$ cat src/rtl/regfile_write_arbiter_pkg.sv
// Shared types and widths for the register-file write arbiter.
// Optional feature macro: RF_LU_BYPASS_EN (see regfile_write_arbiter.sv).
package regfile_write_arbiter_pkg;

    localparam int ADDR_W = 5;
    localparam int DATA_W = 32;
    localparam logic [ADDR_W-1:0] ZERO_REG = '0;

    // One register-file write: destination index plus data.
    typedef struct packed {
        logic [ADDR_W-1:0] wreg;
        logic [DATA_W-1:0] data;
    } rf_wr_t;

endpackage

$ cat src/rtl/regfile_write_arbiter_rf_wr_fifo.sv
// Small synchronous FIFO holding long-latency-unit results waiting for the
// register-file write port. DEPTH must be a power of two so the pointers
// wrap naturally. Push when full and pop when empty are ignored.
module rf_wr_fifo
    import regfile_write_arbiter_pkg::*;
#(
    parameter int DEPTH = 2
) (
    input  logic   clk_i,
    input  logic   rst_i,
    input  logic   push_i,
    input  logic   pop_i,
    input  rf_wr_t din_i,
    output rf_wr_t dout_o,
    output logic   full_o,
    output logic   empty_o
);

    localparam int PW = (DEPTH > 1) ? $clog2(DEPTH) : 1;

    rf_wr_t        mem_q [DEPTH];
    logic [PW-1:0] wr_q;
    logic [PW-1:0] rd_q;
    logic [PW:0]   cnt_q;
    logic          push_ok;
    logic          pop_ok;

    assign full_o  = (cnt_q == (PW+1)'(DEPTH));
    assign empty_o = (cnt_q == '0);
    assign push_ok = push_i && !full_o;
    assign pop_ok  = pop_i && !empty_o;
    assign dout_o  = mem_q[rd_q];

    // Pointer and occupancy tracking; cleared by reset.
    always_ff @(posedge clk_i or posedge rst_i) begin
        if (rst_i) begin
            wr_q  <= '0;
            rd_q  <= '0;
            cnt_q <= '0;
        end else begin
            if (push_ok) wr_q <= wr_q + 1'b1;
            if (pop_ok)  rd_q <= rd_q + 1'b1;
            cnt_q <= cnt_q + (PW+1)'(push_ok) - (PW+1)'(pop_ok);
        end
    end

    // Storage array; contents are don't-care while empty, so no reset.
    always_ff @(posedge clk_i) begin
        if (push_ok) mem_q[wr_q] <= din_i;
    end

endmodule

$ cat src/rtl/regfile_write_arbiter.sv
// Arbitrates the single register-file write port between the WB stage and
// the long-latency unit, tracks LU destinations in a busy scoreboard and
// raises the decode stall.
// Optional feature macro: RF_LU_BYPASS_EN -- when defined, an LU result that
// finds the queue empty and the port free is written in the same cycle.
module regfile_write_arbiter
    import regfile_write_arbiter_pkg::*;
#(
    parameter int QDEPTH       = 2,
    parameter int STARVE_LIMIT = 4
) (
    input  logic              Clk,
    input  logic              reset,
    input  logic              wb_RegWrite,
    input  logic [ADDR_W-1:0] wb_WriteReg,
    input  logic [DATA_W-1:0] wb_WriteData,
    input  logic              lu_issue_valid,
    input  logic [ADDR_W-1:0] lu_issue_reg,
    input  logic              lu_done_valid,
    input  logic [ADDR_W-1:0] lu_done_reg,
    input  logic [DATA_W-1:0] lu_done_data,
    output logic              lu_done_ready,
    input  logic [ADDR_W-1:0] ReadReg1,
    input  logic [ADDR_W-1:0] ReadReg2,
    output logic              rf_RegWrite,
    output logic [ADDR_W-1:0] rf_WriteReg,
    output logic [DATA_W-1:0] rf_WriteData,
    output logic              stall
);

    localparam int NREG = 2**ADDR_W;
    localparam int SW   = $clog2(STARVE_LIMIT + 1);

    rf_wr_t          q_head;
    rf_wr_t          q_din;
    logic            q_full;
    logic            q_empty;
    logic            q_push;
    logic            q_pop;
    logic            wb_grant;
    logic            bypass;
    rf_wr_t          grant;
    logic            grant_valid;
    logic [NREG-1:0] busy_q, busy_d;
    logic [SW-1:0]   starve_q, starve_d;

    assign q_din = '{wreg: lu_done_reg, data: lu_done_data};

    rf_wr_fifo #(.DEPTH(QDEPTH)) u_fifo (
        .clk_i   (Clk),
        .rst_i   (reset),
        .push_i  (q_push),
        .pop_i   (q_pop),
        .din_i   (q_din),
        .dout_o  (q_head),
        .full_o  (q_full),
        .empty_o (q_empty)
    );

    // Port arbitration: WB first, then queue head, then (optionally) a bypassed LU result.
    always_comb begin
        wb_grant = wb_RegWrite && (wb_WriteReg != ZERO_REG);
        q_pop    = !wb_grant && !q_empty;
`ifdef RF_LU_BYPASS_EN
        bypass   = q_empty && !wb_grant && lu_done_valid && (lu_done_reg != ZERO_REG);
`else
        bypass   = 1'b0;
`endif
        // Results for $0 are acknowledged but dropped.
        q_push   = lu_done_valid && !q_full && (lu_done_reg != ZERO_REG) && !bypass;
        grant       = '0;
        grant_valid = 1'b0;
        if (wb_grant) begin
            grant       = '{wreg: wb_WriteReg, data: wb_WriteData};
            grant_valid = 1'b1;
        end else if (!q_empty) begin
            grant       = q_head;
            grant_valid = 1'b1;
        end else if (bypass) begin
            grant       = q_din;
            grant_valid = 1'b1;
        end
    end

    // Scoreboard and starvation next-state; a new issue wins over a same-cycle clear.
    always_comb begin
        busy_d = busy_q;
        if (q_pop)  busy_d[q_head.wreg] = 1'b0;
        if (bypass) busy_d[lu_done_reg] = 1'b0;
        if (lu_issue_valid) busy_d[lu_issue_reg] = 1'b1;
        busy_d[ZERO_REG] = 1'b0;

        starve_d = starve_q;
        if (q_empty || q_pop)
            starve_d = '0;
        else if (starve_q != SW'(STARVE_LIMIT))
            starve_d = starve_q + 1'b1;
    end

    // State registers.
    always_ff @(posedge Clk or posedge reset) begin
        if (reset) begin
            busy_q   <= '0;
            starve_q <= '0;
        end else begin
            busy_q   <= busy_d;
            starve_q <= starve_d;
        end
    end

    // Outputs are forced quiet while reset is held, independent of the WB inputs.
    always_comb begin
        rf_RegWrite   = grant_valid && !reset;
        rf_WriteReg   = reset ? '0 : grant.wreg;
        rf_WriteData  = reset ? '0 : grant.data;
        lu_done_ready = !q_full && !reset;
        stall         = !reset && (busy_q[ReadReg1] || busy_q[ReadReg2] ||
                                   (lu_issue_valid && busy_q[lu_issue_reg]) ||
                                   (starve_q == SW'(STARVE_LIMIT)));
    end

endmodule

$ cat config.mk
export PLATFORM = sky130hd
export DESIGN_NAME = regfile_write_arbiter
export DESIGN_NICKNAME = d
export VERILOG_FILES = /design/src/rtl/regfile_write_arbiter_pkg.sv /design/src/rtl/regfile_write_arbiter_rf_wr_fifo.sv /design/src/rtl/regfile_write_arbiter.sv
export SDC_FILE = /design/constraint.sdc
export NUM_CORES = 1
export LEC_CHECK = 0
export ABC_AREA = 1
export BUFFER_PORTS_ARGS = -buffer_cell sky130_fd_sc_hd__buf_2
export CORE_MARGIN = 10
export CORE_UTILIZATION = 30
export CTS_CLUSTER_SIZE = 10
export DETAILED_ROUTE_END_ITERATION = 10
export GPL_TIMING_DRIVEN = 0
export PLACE_DENSITY_LB_ADDON = 0.08
export SLEW_MARGIN = 20
export SYNTH_ARGS = -nofsm -noshare
export SYNTH_HDL_FRONTEND = slang
export SYNTH_SLANG_ARGS = --single-unit
$ cat constraint.sdc
create_clock -name Clk -period 3.55 [get_ports Clk]
set_input_delay 0 -clock Clk [delete_from_list [all_inputs] [get_ports Clk]]
set_output_delay 0 -clock Clk [all_outputs]
set_load 0.1 [all_outputs]
**Yosys cells after proc, flatten, opt, wreduce, memory -nomap -nowiden**

Memories as Yosys holds them, arrays and structs flattened.
Cells that the tools add are included.

- $add $sub $neg: 5
- $lt $le $gt $ge: 6
- Equal/unequal tests: 3
- Muxes and demuxes: 22
- Bitwise gates (word level): 3
- Reduce and logical (&&, ||, !) cells: 24

Operator list:

| kind | number |
|---|---|
| 32-bit two-way mux | 3 |
| 37-bit two-way mux | 2 |
| 32-bit AND | 1 |
| 32-bit inverter | 1 |
| 32-bit bitwise OR | 1 |
| 5-bit by 6-bit < comparator with 1-bit output, second input constant | 4 |
| 1-bit binary-select mux with 5-bit select | 3 |
| 1-bit logical AND | 12 |
| 1-bit demux with 5-bit select | 2 |
| 5-bit by 1-bit greater-or-equal comparator with 1-bit output, second input constant | 2 |
| 5-bit nonzero test | 2 |
| 1-bit two-way mux | 9 |
| 3-bit two-way mux | 2 |
| 5-bit two-way mux | 1 |
| 1-bit zero test | 4 |
| 1-bit logical OR | 4 |
| 3-bit by 1-bit adder with 3-bit output, second input constant | 1 |
| 3-bit == test, second input constant | 1 |
| 3-bit inequality test, second input constant | 1 |
| 1-bit adder, second input constant | 2 |
| 2-bit by 1-bit adder with 2-bit output | 1 |
| 2-bit == test, second input constant | 1 |
| 2-bit zero test | 1 |
| 2-bit nonzero test | 1 |
| 2-bit by 1-bit subtractor with 2-bit output | 1 |

- Bits in registers: 38
- RAM bits: 74
- Bits of input ports: 94
- Output and inout port bits: 40
- Logic and storage cells: 69
- Memories kept: 1

Memory list:

| name | words | bits a word | read ports | clocked after memory_dff | wr ports | line | RTL |
|---|---|---|---|---|---|---|---|
| u_fifo.mem_q | 2 | 37 | 1 | 0 | 1 | regfile_write_arbiter_rf_wr_fifo.sv:21 | `rf_wr_t mem_q [DEPTH];` |

**Depth between registers and ports, before layout**

An unclocked memory read counts as a cell.

- Depth after elaboration: 10
- Mapped depth: 13
- Gate-level depth less buffers: 11

**Modules after synthesis**

A second synthesis with hierarchy kept.

- Cell total of the unflattened synthesis: 783
- Area total of the unflattened synthesis: 6110.9 µm²

Modules (own cells, without submodules):

| module | instances | cells each | area an instance (µm²) | seq. area each (µm²) |
|---|---|---|---|---|
| regfile_write_arbiter | 1 | 555 | 3164.3 | 850.8 |
| rf_wr_fifo | 1 | 228 | 2946.6 | 2322.2 |

**Least setup slack after synthesis**

OpenSTA, ideal clock, no wires.

- Kind: flip-flop to flip-flop
- Start point: register u_fifo.cnt_q[1]
- End point: memory u_fifo.mem_q[1][0] (netlist bit) (enable)
- Setup time: 0.433 ns
- Arrival time: 2.252 ns
- Required time: 3.117 ns
- Slack: 0.866 ns
- Cell stages (with the launch flop): 4
- Path buffers: 0
- Period minus slack after synthesis: 2.684 ns
- Cell sequence: dfrtp_1 > a21boi_0 > nand2_1 > nor2_1

- Longest elaborated chain between the ends: 7

RTL lines:

| what | line | RTL |
|---|---|---|
| from (decl) | regfile_write_arbiter_rf_wr_fifo.sv:24 | `logic [PW:0] cnt_q;` |
| from (signal assigned) | regfile_write_arbiter_rf_wr_fifo.sv:43 | `cnt_q <= cnt_q + (PW+1)'(push_ok) - (PW+1)'(pop_ok);` |
| 2-bit == test (*) | regfile_write_arbiter_rf_wr_fifo.sv:28 | `assign full_o = (cnt_q == (PW+1)'(DEPTH));` |
| 1-bit zero test (*) | regfile_write_arbiter_rf_wr_fifo.sv:30, regfile_write_arbiter.sv:70 |  |
| 1-bit logical AND (2 in a row) | regfile_write_arbiter.sv:70 | `q_push = lu_done_valid && !q_full && (lu_done_reg != ZERO_REG) && !bypass;` |
| 1-bit logical AND (*) | regfile_write_arbiter_rf_wr_fifo.sv:30 | `assign push_ok = push_i && !full_o;` |
| 1-bit two-way mux (*) | regfile_write_arbiter_rf_wr_fifo.sv:49 | `if (push_ok) mem_q[wr_q] <= din_i;` |
| 1-bit two-way mux (implied by the code) (*) | regfile_write_arbiter_rf_wr_fifo.sv:49 |  |
| to (decl) | regfile_write_arbiter_rf_wr_fifo.sv:21 |  |

Mark *: on every way between the ends. The rest lies on a longest branch, timed or not.

**Worst setup path in the final report**

- Start point: register u_fifo.rd_q
- End point: output port rf_WriteData[26]

- Longest elaborated chain between the ends: 4

RTL lines:

| what | line | RTL |
|---|---|---|
| from (decl) | regfile_write_arbiter_rf_wr_fifo.sv:23 | `logic [PW-1:0] rd_q;` |
| from (signal assigned) | regfile_write_arbiter_rf_wr_fifo.sv:42 | `if (pop_ok) rd_q <= rd_q + 1'b1;` |
| memory 2 x 37 bit | - |  |
| 37-bit two-way mux | regfile_write_arbiter.sv:76 | `end else if (!q_empty) begin` |
| 37-bit two-way mux | regfile_write_arbiter.sv:73 | `if (wb_grant) begin` |
| 32-bit two-way mux | regfile_write_arbiter.sv:115 | `rf_WriteData = reset ? '0 : grant.data;` |
| to (decl) | regfile_write_arbiter.sv:27 | `output logic [DATA_W-1:0] rf_WriteData,` |

Every way passes these cells.

==> results.py <==
metrics = {
    "grt": {
        "grt_pass1_wl_um": 30500,
        "grt_usage": 0.146,
        "grt_max_degree": 23,
        "overflow": 0,
        "antenna_found_initial": 0,
        "grt_pass1_vias": 5560,
    },
    "drt": {
        "vias": 5498,
        "drc": 0,
        "antenna_left": 0,
        "drtPass1Iterations": 5,
        "first_iter_violations": 292,
        "viasPerCell": 4.54,
        "drt-total-wl_um": 19200,
        "wire_per_inst_um": 15.9,
    },
    "clock_network": {
        "numCtsBuffers": 9,
        "cts.sinks": 112,
        "tritoncts": "done",
        "cts_htree_levels": 3,
        "cts_root_buf": "clkbuf_16",
        "cts_setup_buffers": 0,
        "clock_path_buffers": 2,
        "clk_transition_reported_paths_ns": 0.08,
        "clock_latency_ns": 0.35,
    },
    "pwr": {
        "p_leak_nw": 3.62,
        "p_per_area_nw_per_um2": 718,
        "vdd_ir_drop_max_mv": 0.352,
        "finalPower_mw": 5.60,
    },
    "floorplan": {
        "fp.dieH_um": 162,
        "initial_utilization": 0.309,
        "fp.dieW_um": 162,
        "io_pins": 134,
        "dieArea_um2": 26300,
        "core.rowCount": 51,
        "core_um2": 19700,
    },
    "placed_design": {
        "gp_congestion": 0.866,
        "port_buffers": 128,
        "dp_cells": 1157,
        "place_hpwl_um": 14700,
        "place_worst_setup_slack_ns": 1.57,
    },
    "timing": {
        "max_freq_ghz": 0.447,
        "finalWorstSetupSlack_ns": 1.31,
        "finalSetupViolCount": 0,
        "finalCritPeriodShare": 0.630,
        "relSlewSlack": 0.533,
        "drv_slew": 0,
        "period_needed_ns": 2.24,
        "fin_skew_ns": 0.00880,
        "tightestPinTransition_ns": 0.699,
        "rsz0062_at_grt": "no",
        "hold_violations": 0,
        "hold_slack_ns": 0.0353,
    },
    "synthesis": {
        "yosys.area.top_type": "edfxtp_1",
        "synthesis.area_um2": 6070,
        "syn_avg_cell_area_um2": 7.99,
        "ys_warn_count": 0,
        "synth_top_area_frac": 0.366,
        "syn-num-nets": 858,
        "synth-seq-cells": 112,
        "yosysSeqAreaShare": 0.523,
        "synth_cells": 760,
        "ys_types": 31,
        "synth_area_leaders": "edfxtp_1 (37%), nand2_1 (20%), dfrtp_1 (16%)",
    },
    "cells_and_area": {
        "post-route-util": 0.397,
        "syn_to_final_growth_pct": 28.5,
        "drive_gt1_frac": 0.203,
        "diodes": 0,
        "layout_commonest_cell": "nand2_1",
        "mostFrequentLayoutCells": "nand2_1 (323), buf_2 (136), edfxtp_1 (74)",
        "nets": 1038,
        "final_cells": 1210,
    },
    "setup_path": {
        "endpoint_kind": "output port",
        "reg2reg_depth": 4,
        "r2r_end": "u_fifo.mem_q[0][18]",
        "critPathArrivalTime_ns": 2.24,
        "path_class": "register to output port",
        "start_kind": "register",
        "worstPathRequired_ns": 3.55,
        "r2r_start": "u_fifo.cnt_q[1]",
        "worstPathMaxFanout": 10,
        "reg2reg_slack_ns": 1.61,
    },
    "worst_hold_path": {
        "hold_end": "u_fifo.rd_q",
        "hp-start": "wb_RegWrite",
        "hp-class": "input port to register",
        "hold_depth": 4,
    },
    "flow_run": {
        "maxCapViolations": 0,
    },
    "outcome": {
        "outcome": "finished clean",
    },
}
[Yosys cell counts, drive strengths merged]
library cell,instances
a21boi,1
a21oi,43
a22oi,1
buf,21
clkbuf,11
clkinv,1
dfrtp,38
edfxtp,74
ha,4
inv,67
nand2,325
nand3,64
nor2,19
nor3,14
o211ai,3
o21ai,60
o22ai,4
or2,5
xnor2,3
xor2,2
[worst max-delay path: stages (launching register included)]
cell,delay (ns)
dfrtp_1,0.40
inv_2,0.06
buf_6,0.12
clkbuf_1,0.45
nand2_1,0.10
nand2_1,0.10
nand2_1,0.06
a21oi_1,0.13
buf_2,0.45
[area by class of cell]
type                    count  area, µm²
plain buffers              32        186
multi-input cells         548       2470
clock inverters             6       43.8
well taps                 265        332
inverters                  68        258
flip-flops and latches    112       3170
fillers                  2113      11900
clock buffers              10        229
repair buffers            169       1110
[what timing repair did]
item	4_1_cts	5_1_grt
hold buffers	37	0
resized for setup	0	0
endpoints found under the hold margin	74	0
[state kept, by name (all words and copies together), names as in the netlist]
| signal | flops |
|---|---|
| u_fifo.mem_q | 74 |
| u_fifo.wr_q | 1 |
| busy_q | 31 |
| u_fifo.rd_q | 1 |
| starve_q | 3 |
| u_fifo.cnt_q | 2 |
[power breakdown]
part / internal, mW / switching, mW
Clock: 0.480 / 0.479
Combinational: 0.723 / 1.86
Sequential: 1.82 / 0.236
[through the flow]
step / TNS (ns) / cell area [µm²]
floorplan: 0 / 6070
global placement: -28.50 / 7040
detailed placement: 0 / 7160
CTS: 0 / 7800
global route: 0 / 7800
finish: 0 / 7800
[logic make-up after synthesis]
logic type	count (synthesis)	share of synthesized area
adders and majority gates	4	0.00824
and+or+nand+nor	427	0.290
DFF	112	0.523
xor gates and xnor gates	5	0.00721
buffers and inverters	100	0.0732
AOI/OAI and AO/OA	112	0.0983
[metal layers]
metal  wire [µm]  up-vias  GRT usage
li1            -     2847          -
met1        9030     2514      0.190
met2        9180      124      0.241
met3         811       13     0.0324
met4         177        0     0.0339
met5           0        -          0
[how the worst max path moves through the flow]
stage          depth (start not counted)       startpoint  slack [ns]                 end
5_1_grt                                8      u_fifo.rd_q        1.10    rf_WriteData[14]
2_1_floorplan                          3  u_fifo.cnt_q[1]        0.87  u_fifo.mem_q[1][0]
3_3_place_gp                           3  u_fifo.cnt_q[1]       -0.41  u_fifo.mem_q[1][6]
3_5_place_dp                           4  u_fifo.cnt_q[1]        1.57  u_fifo.mem_q[0][4]
4_1_cts                                7      u_fifo.rd_q        1.27    rf_WriteData[24]
6_report                               8      u_fifo.rd_q        1.31    rf_WriteData[26]
No activity file was read; power rests on OpenSTA's default activity.
